==> src/rtl/alu_pkg.sv <==
// alu_pkg: shared definitions for the ALU command driver.
//   - ALU opcode encodings driven on 'control'
//   - bit positions of the flags inside rsp_flags ({V,C,N,Z})
//   - driver FSM state type and the packed command format held in the FIFO
package alu_pkg;

    localparam logic [1:0] ALU_ADD = 2'b00;
    localparam logic [1:0] ALU_SUB = 2'b01;
    localparam logic [1:0] ALU_AND = 2'b10;
    localparam logic [1:0] ALU_OR  = 2'b11;

    localparam int FLAG_V = 3;
    localparam int FLAG_C = 2;
    localparam int FLAG_N = 1;
    localparam int FLAG_Z = 0;

    typedef enum logic [1:0] {
        ST_IDLE  = 2'd0,
        ST_ISSUE = 2'd1,
        ST_WAIT  = 2'd2,
        ST_RESP  = 2'd3
    } state_t;

    // One queued command: opcode plus both operands.
    typedef struct packed {
        logic [1:0]  op;
        logic [31:0] a;
        logic [31:0] b;
    } cmd_t;

    localparam int CMD_W = $bits(cmd_t);

endpackage

==> src/rtl/alu_driver_cmd_fifo.sv <==
// cmd_fifo: synchronous command FIFO for alu_driver.
//   clk, rst      : clock, synchronous active-high reset (empties the FIFO)
//   push, wdata   : write strobe and data; ignored while full
//   full          : no free entry
//   pop, rdata    : read strobe and head entry (rdata valid while !empty)
//   empty         : no stored entry
// Pointers carry one extra bit so full and empty are told apart when the
// index bits match.
module cmd_fifo
    import alu_pkg::*;
#(
    parameter int WIDTH = CMD_W,
    parameter int DEPTH = 4
) (
    input  logic             clk,
    input  logic             rst,
    input  logic             push,
    input  logic [WIDTH-1:0] wdata,
    output logic             full,
    input  logic             pop,
    output logic [WIDTH-1:0] rdata,
    output logic             empty
);

    localparam int AW = $clog2(DEPTH);
    localparam logic [AW:0] PTR_ONE = (AW+1)'(1);

    logic [WIDTH-1:0] mem [DEPTH];
    logic [AW:0]      wptr;
    logic [AW:0]      rptr;
    logic             do_push;
    logic             do_pop;

    assign empty   = (wptr == rptr);
    assign full    = (wptr[AW] != rptr[AW]) && (wptr[AW-1:0] == rptr[AW-1:0]);
    assign rdata   = mem[rptr[AW-1:0]];
    // A push into a full FIFO is refused even if a pop happens the same cycle.
    assign do_push = push && !full;
    assign do_pop  = pop && !empty;

    always_ff @(posedge clk) begin
        if (rst) begin
            wptr <= '0;
            rptr <= '0;
        end else begin
            if (do_push) wptr <= wptr + PTR_ONE;
            if (do_pop)  rptr <= rptr + PTR_ONE;
        end
    end

    always_ff @(posedge clk) begin
        if (do_push && !rst) mem[wptr[AW-1:0]] <= wdata;
    end

endmodule

==> src/rtl/alu_driver.sv <==
// alu_driver: queues ALU commands, drives them one at a time onto an external
// combinational ALU, waits SETTLE cycles and returns result + flags through a
// valid/ready response channel.
//   clk, rst                 : clock, synchronous active-high reset
//   cmd_valid/cmd_ready      : command handshake; cmd_op, cmd_a, cmd_b payload
//   A, B, control            : operands and opcode driven to the ALU
//   result, Verflow, Carry,
//   Negative, Zero           : ALU outputs
//   rsp_valid/rsp_ready      : response handshake; rsp_result, rsp_flags {V,C,N,Z}
//   ops_done                 : count of completed responses (wraps)
//
// state    | meaning
// ---------+-----------------------------------------------------------
// ST_IDLE  | waiting for a queued command; pops it onto A/B/control
// ST_ISSUE | operands on the ALU; loads the settle counter
// ST_WAIT  | counting settle cycles; captures result/flags at zero
// ST_RESP  | response held until rsp_ready
module alu_driver
    import alu_pkg::*;
#(
    parameter int FIFO_DEPTH = 4,
    parameter int SETTLE     = 1
) (
    input  logic        clk,
    input  logic        rst,
    input  logic        cmd_valid,
    output logic        cmd_ready,
    input  logic [1:0]  cmd_op,
    input  logic [31:0] cmd_a,
    input  logic [31:0] cmd_b,
    output logic [31:0] A,
    output logic [31:0] B,
    output logic [1:0]  control,
    input  logic [31:0] result,
    input  logic        Verflow,
    input  logic        Carry,
    input  logic        Negative,
    input  logic        Zero,
    output logic        rsp_valid,
    input  logic        rsp_ready,
    output logic [31:0] rsp_result,
    output logic [3:0]  rsp_flags,
    output logic [15:0] ops_done
);

    localparam logic [3:0] SETTLE_LOAD = 4'(SETTLE - 1);

    state_t     state;
    logic [3:0] settle_cnt;
    logic       fifo_full;
    logic       fifo_empty;
    logic       push;
    logic       pop;
    cmd_t       wcmd;
    cmd_t       head;

    assign cmd_ready = !fifo_full;
    // Commands presented during reset are dropped.
    assign push      = cmd_valid && cmd_ready && !rst;
    assign pop       = (state == ST_IDLE) && !fifo_empty;
    assign wcmd      = '{op: cmd_op, a: cmd_a, b: cmd_b};

    cmd_fifo #(
        .WIDTH (CMD_W),
        .DEPTH (FIFO_DEPTH)
    ) u_cmd_fifo (
        .clk   (clk),
        .rst   (rst),
        .push  (push),
        .wdata (wcmd),
        .full  (fifo_full),
        .pop   (pop),
        .rdata (head),
        .empty (fifo_empty)
    );

    always_ff @(posedge clk) begin
        if (rst) begin
            state      <= ST_IDLE;
            settle_cnt <= '0;
            A          <= '0;
            B          <= '0;
            control    <= '0;
            rsp_result <= '0;
            rsp_flags  <= '0;
            rsp_valid  <= 1'b0;
            ops_done   <= '0;
        end else begin
            case (state)
                ST_IDLE: begin
                    if (!fifo_empty) begin
                        A       <= head.a;
                        B       <= head.b;
                        control <= head.op;
                        state   <= ST_ISSUE;
                    end
                end
                ST_ISSUE: begin
                    settle_cnt <= SETTLE_LOAD;
                    state      <= ST_WAIT;
                end
                ST_WAIT: begin
                    if (settle_cnt == 4'd0) begin
                        rsp_result        <= result;
                        rsp_flags[FLAG_V] <= Verflow;
                        rsp_flags[FLAG_C] <= Carry;
                        rsp_flags[FLAG_N] <= Negative;
                        rsp_flags[FLAG_Z] <= Zero;
                        rsp_valid         <= 1'b1;
                        state             <= ST_RESP;
                    end else begin
                        settle_cnt <= settle_cnt - 4'd1;
                    end
                end
                ST_RESP: begin
                    if (rsp_ready) begin
                        rsp_valid <= 1'b0;
                        ops_done  <= ops_done + 16'd1;
                        state     <= ST_IDLE;
                    end
                end
                default: state <= ST_IDLE;
            endcase
        end
    end

endmodule

==> config.mk <==
export PLATFORM = sky130hd
export DESIGN_NAME = alu_driver
export DESIGN_NICKNAME = d
export VERILOG_FILES = /design/src/rtl/alu_pkg.sv /design/src/rtl/alu_driver_cmd_fifo.sv /design/src/rtl/alu_driver.sv
export SDC_FILE = /design/constraint.sdc
export NUM_CORES = 1
export LEC_CHECK = 0
export CORE_ASPECT_RATIO = 1.1
export CORE_MARGIN = 2
export CORE_UTILIZATION = 53
export DETAILED_ROUTE_END_ITERATION = 6
export PLACE_DENSITY = 0.9
export SYNTH_ARGS = -nofsm -noshare
export SYNTH_HDL_FRONTEND = slang
export SYNTH_SLANG_ARGS = --single-unit
==> constraint.sdc <==
create_clock -name clk -period 9.1 [get_ports clk]
set_input_delay 2.73 -clock clk [delete_from_list [all_inputs] [get_ports clk]]
set_output_delay 2.73 -clock clk [all_outputs]
set_load 0.05 [all_outputs]
==> flow_summary_export.csv, run 1 <==
group,metric,value,unit
outcome,status,"finished clean",
sta,hold_viol_final,0,
worst_setup_path,worst_ep_required_time,6.37,ns
logic_synthesis,synth_xor_area_share,1.07,%
cts,cts_tree,"built",
cts,clk_latency,0.52,ns
layout,n_fill_cell,1775,
worst_setup_path,r2r_end,"B[21]",
floorplanning,die_area,28800,um^2
logic_synthesis,yosysSeqAreaShare,72.5,%
cts,cts.sinks,395,
pwr,internal-power,0.00363,W
logic_synthesis,synth_top_family_by_area,"multiplexers",
worst_hold_path,hold_path_class,"reg2reg",
logic_synthesis,syn_area,14600,um^2
worst_setup_path,rrSetupSlack,5.77,ns
cts,post_cts_buffers,0,
logic_synthesis,ys_types,44,
sta,fin_crit_sh,63.3,%
pwr,p_clk_share,28.2,%
cts,clk_path_buf_depth,3,
pwr,powerDensity,300,nW/um^2
logic_synthesis,synth_simple_gate_area_share,7.86,%
worst_hold_path,worstHoldEndpoint,"B[3]",
logic_synthesis,synth_seq_cells,395,
global_routing,grt_pass1_wl,48500,um
sta,rsz0062_at_grt,"false",
route,routed_wl,31700,um
sta,maxSlewHeadroom,22.6,%
flow_run,drv_cap,0,
pwr,p_sw,0.00186,W
route,drtAntennaViolNets,0,
worst_setup_path,crit_path_start_kind,"flop",
logic_synthesis,synth_compound_area_share,4.88,%
logic_synthesis,synth_cells,960,
worst_hold_path,worstHoldStart,"B[3]",
floorplanning,num_rows,63,
logic_synthesis,synth-adder-area-share,1.03,%
sta,fin_ws,3.34,ns
sta,worst_pin_slew,1.16,ns
logic_synthesis,yosysWarnings,0,
sta,max_freq,174,MHz
global_routing,grt_max_degree,70,
cts,post_cts_resized,0,
sta,clock_skew,0.0109,ns
pwr,p_seq_share,41.1,%
route,avgViaCountPerCell,5.54,
layout,drive_above_1_share,12.4,%
floorplanning,ios,226,
logic_synthesis,synth_area_per_cell,15.2,um^2
cts,hold_buffers,0,
cts,htreeDepth,2,
global_routing,antenna_found_initial,0,
cts,cts_buffers,39,
layout,final_cell_mix,"edfxtp_1 (264), clkdlybuf4s50_1 (224), nand2_1 (219)",
pwr,swShare,33.9,%
sta,final_max_slew_viol_count,0,
route,drc,0,
worst_setup_path,crit_type,"reg2out",
layout,nets,1296,
floorplanning,core_area,27000,um^2
floorplanning,initial_core_util,54.0,%
global_routing,grt_use_total,22.1,%
route,first_iter_violations,799,
worst_setup_path,r2r.worst_path.cells,5,
route,dr.pass1.iters,5,
placement,dp_hpwl,18800,um
logic_synthesis,muxShareOfSynthArea,10.4,%
worst_setup_path,r2r_start,"u_cmd_fifo.rptr[1]",
global_routing,grt_pass1_vias,8813,
worst_setup_path,arrival,3.03,ns
route,routedWlPerCell,20.2,um
floorplanning,dieHeight,178,um
sta,fin_tns_setup,0,ns
layout,layout_commonest_cell,"edfxtp_1",
pwr,irDropWorstVdd,0.213,mV
pwr,p_comb_share,30.6,%
floorplanning,die_x,162,um
sta,layout_min_cycle_time,5.76,ns
layout,area_growth,25.7,%
placement,gp_congestion,0.766,
sta,setup_viol,0,
placement,portBuffers,225,
global_routing,grt-ovfl-total,0,
worst_hold_path,worstHoldPathCells,2,
cts,clk_pin_slew,0.06,ns
worst_setup_path,end_kind,"output pin",
pwr,power,0.00549,W
route,via_count,8668,
cts,cts_root_buf,"clkbuf_16",
pwr,p_leak,5.98,nW
worst_setup_path,crit_fanout,69,
placement,dp_slack,3.91,ns
logic_synthesis,syn_nets,1078,
cell type report:
cell class | count | area, um^2 | area share, %
Clock buffer | 52 | 1090 | 5.95
Tap cell | 357 | 447 | 2.44
Sequential cell | 395 | 10600 | 57.7
Antenna cell | 1 | 2.50 | 0.0137
Timing Repair Buffer | 233 | 2310 | 12.6
Inverter | 9 | 33.8 | 0.185
Clock inverter | 19 | 155 | 0.848
Multi-Input combinational cell | 500 | 3710 | 20.3
state kept, by name, summed over array words and instances, names as in the netlist, 2 cells and up:
signal           flops
u_cmd_fifo.mem     264
A                   32
B                   32
rsp_result          32
ops_done            16
rsp_flags            4
settle_cnt           4
u_cmd_fifo.rptr      3
u_cmd_fifo.wptr      3
control              2
state                2
layer usage:
layer	part of all wire (%)	track usage (%)
met5	0	0
met4	3.0	7.56
met3	7.3	4.39
met2	52	39.2
met1	38	27.1
cell families (layout without fill, tap and decap cells):
logic type | count (synthesis) | count (layout)
compound gates | 132 | 132
xor+xnor | 16 | 16
fa+ha+maj | 12 | 12
buf+inv | 65 | 313
flops | 395 | 395
mux | 69 | 69
other cells | 0 | 1
simple gates | 271 | 271
Yosys cell counts, drive strengths merged:
library cell  number  area share (%)
nand2            219             5.6
xnor2              3            0.18
nor4               1           0.043
buf               29             1.2
nor2              17            0.44
nand4b             1           0.060
mux2i              3            0.21
inv                9            0.23
nor3               2           0.069
o31ai              3            0.28
and4               4            0.25
o21ai             10            0.34
o31a               2            0.13
or3                6            0.27
and4bb             1           0.086
a21oi            114             3.9
or4                1           0.052
nand3b             2            0.10
a31oi              1           0.043
or4b               1           0.069
nor3b              3            0.15
ha                12             1.0
nand4              4            0.27
nor2b              2           0.086
mux4              66              10
xor2              13            0.89
a311oi             1            0.10
o311ai             1           0.060
clkbuf            27            0.83
nand3              5            0.17
edfxtp           264              54
nand2b             2           0.086
dfxtp            131              18
worst max-delay path by stage:
stage                             from              endpoint  cells past startpoint
global route        u_cmd_fifo.rptr[1]             cmd_ready                      4
CTS                 u_cmd_fifo.rptr[1]             cmd_ready                      4
finish              u_cmd_fifo.rptr[1]             cmd_ready                      4
global placement    u_cmd_fifo.rptr[1]             cmd_ready                      4
detailed placement  u_cmd_fifo.rptr[1]             cmd_ready                      4
floorplan                          rst  u_cmd_fifo.mem[0][0]                      3
power groups by stage:
stage | logic [W] | registers (W) | clock network (W)
after floorplan | 0.000798 | 0.00268 | 0
after global placement | 0.00165 | 0.00228 | 0
after detailed placement | 0.00169 | 0.00229 | 0
after CTS | 0.00170 | 0.00226 | 0.00158
after global routing | 0.00179 | 0.00228 | 0.00165
final | 0.00168 | 0.00226 | 0.00155
worst max-delay path, stage by stage, from the launching register on:
cell	delay, ns
dfxtp_4	1.02
xor2_2	0.35
nor2_1	0.13
nand2_1	0.08
clkdlybuf4s50_1	0.83
through the flow:
step	hold WS, ns	instances	area, um^2	utilization, %
2_1_floorplan	0.467	960	14600	-
3_3_place_gp	0.441	1494	17100	63.3
3_5_place_dp	0.447	1494	17100	63.3
4_1_cts	0.454	1565	18300	67.9
5_1_grt	0.469	1565	18300	67.9
6_report	0.453	1566	18300	67.9
Power figures use the tool's default switching activity.
==> inputs of run 2 (changes only) <==
- clock period: 9.1 -> 5.9 ns (I/O delays scaled with it)
==> run 2 against run 1 <==
Hold slack got worse by 0.00068 ns. Wire length decreased by 3.3%. Register-to-register slack got worse by 2.6 ns. Critical path depth unchanged. Largest cell class unchanged.
==> flow_summary_export.csv, run 2 (synthesis results as in run 1) <==
group,metric,value,unit
placement,place_inst,1496,
route,routed_wl,30600,um
cts,cts.sinks,395,
outcome,status,"finished clean",
global_routing,grt_max_degree,76,
placement,gp_congestion,0.809,
flow_run,drv_cap,0,
sta,clock_skew,0.0130,ns
floorplanning,dieHeight,178,um
route,routedWlPerCell,19.6,um
layout,nets,1297,
layout,n_fill_cell,1806,
worst_setup_path,arrival,2.55,ns
sta,max_freq,232,MHz
floorplanning,initial_core_util,54.0,%
pwr,p_comb_share,30.9,%
pwr,p_clk_share,29.0,%
sta,layout_min_cycle_time,4.32,ns
global_routing,grt_pass1_vias,8812,
cts,clk_pin_slew,0.06,ns
worst_setup_path,crit_path_start_kind,"flop",
placement,portBuffers,225,
cts,cts_buffers,38,
route,drtAntennaViolNets,0,
sta,fin_crit_sh,73.1,%
floorplanning,core_area,27000,um^2
cts,clk_path_buf_depth,3,
pwr,p_leak,6.01,nW
pwr,powerDensity,464,nW/um^2
placement,dp_hpwl,18600,um
layout,largest_reg_flops,264,
pwr,internal-power,0.00571,W
cts,htreeDepth,2,
floorplanning,die_x,162,um
route,drc,0,
route,via_count,8615,
sta,hold_viol_final,0,
cts,post_cts_resized,0,
route,dr.pass1.iters,6,
layout,multi_input_area,3710,um^2
cts,cts_root_buf,"clkbuf_16",
layout,drive_above_1_share,12.2,%
cts,post_cts_buffers,0,
layout,final_util,68.3,%
worst_setup_path,worst_ep_required_time,4.13,ns
worst_setup_path,crit_fanout,19,
pwr,swShare,33.2,%
layout,final-seq-area,10600,um^2
sta,rsz0062_at_grt,"false",
floorplanning,ios,226,
route,first_iter_violations,783,
worst_setup_path,crit_type,"reg2out",
global_routing,grt_use_total,21.3,%
placement,detailed_place.area,17100,um^2
global_routing,antenna_found_initial,1,
layout,fin_area,18400,um^2
global_routing,grt_pass1_wl,47400,um
pwr,p_sw,0.00284,W
floorplanning,num_rows,63,
global_routing,grt-ovfl-total,0,
floorplanning,die_area,28800,um^2
sta,fin_tns_setup,0,ns
sta,final_max_slew_viol_count,0,
sta,worst_pin_slew,1.18,ns
route,avgViaCountPerCell,5.50,
layout,area_growth,26.4,%
worst_setup_path,end_kind,"output pin",
sta,maxSlewHeadroom,21.0,%
pwr,p_seq_share,40.0,%
layout,finalNonFillerCells,1567,
sta,setup_viol,0,
pwr,irDropWorstVdd,0.391,mV
layout,layout_commonest_cell,"edfxtp_1",
worst_hold_path,hold_path_class,"reg2reg",
cts,clk_latency,0.52,ns
cts,cts_tree,"built",
layout,final_cell_mix,"edfxtp_1 (264), clkdlybuf4s50_1 (224), nand2_1 (219)",
cts,hold_buffers,0,
==> run 2: area by class of cell <==
type	count	area share [%]
clock inverter	17	0.979
timing repair buffer	235	12.8
clock buffer	53	6.10
inverter	9	0.184
sequential	395	57.4
multi-input combinational	500	20.2
tap	357	2.43
antenna	1	0.0136
==> run 2: worst paths after layout <==
| check | startpoint | to | slack (ns) | cells past startpoint |
|---|---|---|---|---|
| max | u_cmd_fifo.rptr[0] | cmd_ready | 1.58 | 4 |
| min | rsp_result[22] | rsp_result[22] | 0.45 | 2 |
| max reg2reg | u_cmd_fifo.rptr[0] | u_cmd_fifo.mem[2][41] | 3.13 | 4 |
| min reg2reg | rsp_result[22] | rsp_result[22] | 0.45 | 2 |
==> run 2: power by group through the flow <==
stage | Combinational (W) | Sequential (W) | Clock [W]
after floorplan | 0.00123 | 0.00413 | 0
after global placement | 0.00260 | 0.00347 | 0
after detailed placement | 0.00266 | 0.00348 | 0
after CTS | 0.00268 | 0.00343 | 0.00253
after global routing | 0.00283 | 0.00346 | 0.00264
final | 0.00264 | 0.00342 | 0.00248
==> run 2: critical path, cell delays in order, from the launching register on <==
cell,delay (ns)
dfxtp_4,0.60
xor2_2,0.36
nor2_1,0.12
nand2_1,0.13
clkdlybuf4s50_1,0.81
==> run 2: per-layer routing <==
metal / up-vias / global-route usage (%) / wire length (um)
met2: 343 / 37.4 / 15900
met4: 0 / 6.27 / 676
met1: 4265 / 26.7 / 12000
li1: 3964 / - / -
met5: - / 0 / 0
met3: 43 / 4.49 / 2090
==> run 2: through the flow <==
step / setup WS, ns / hold WS (ns) / total power (W)
detailed placement: 1.88 / 0.446 / 0.00614
CTS: 1.54 / 0.455 / 0.00864
finish: 1.58 / 0.453 / 0.00855
global placement: 1.91 / 0.441 / 0.00607
global route: 1.43 / 0.473 / 0.00893
floorplan: -1.63 / 0.467 / 0.00536
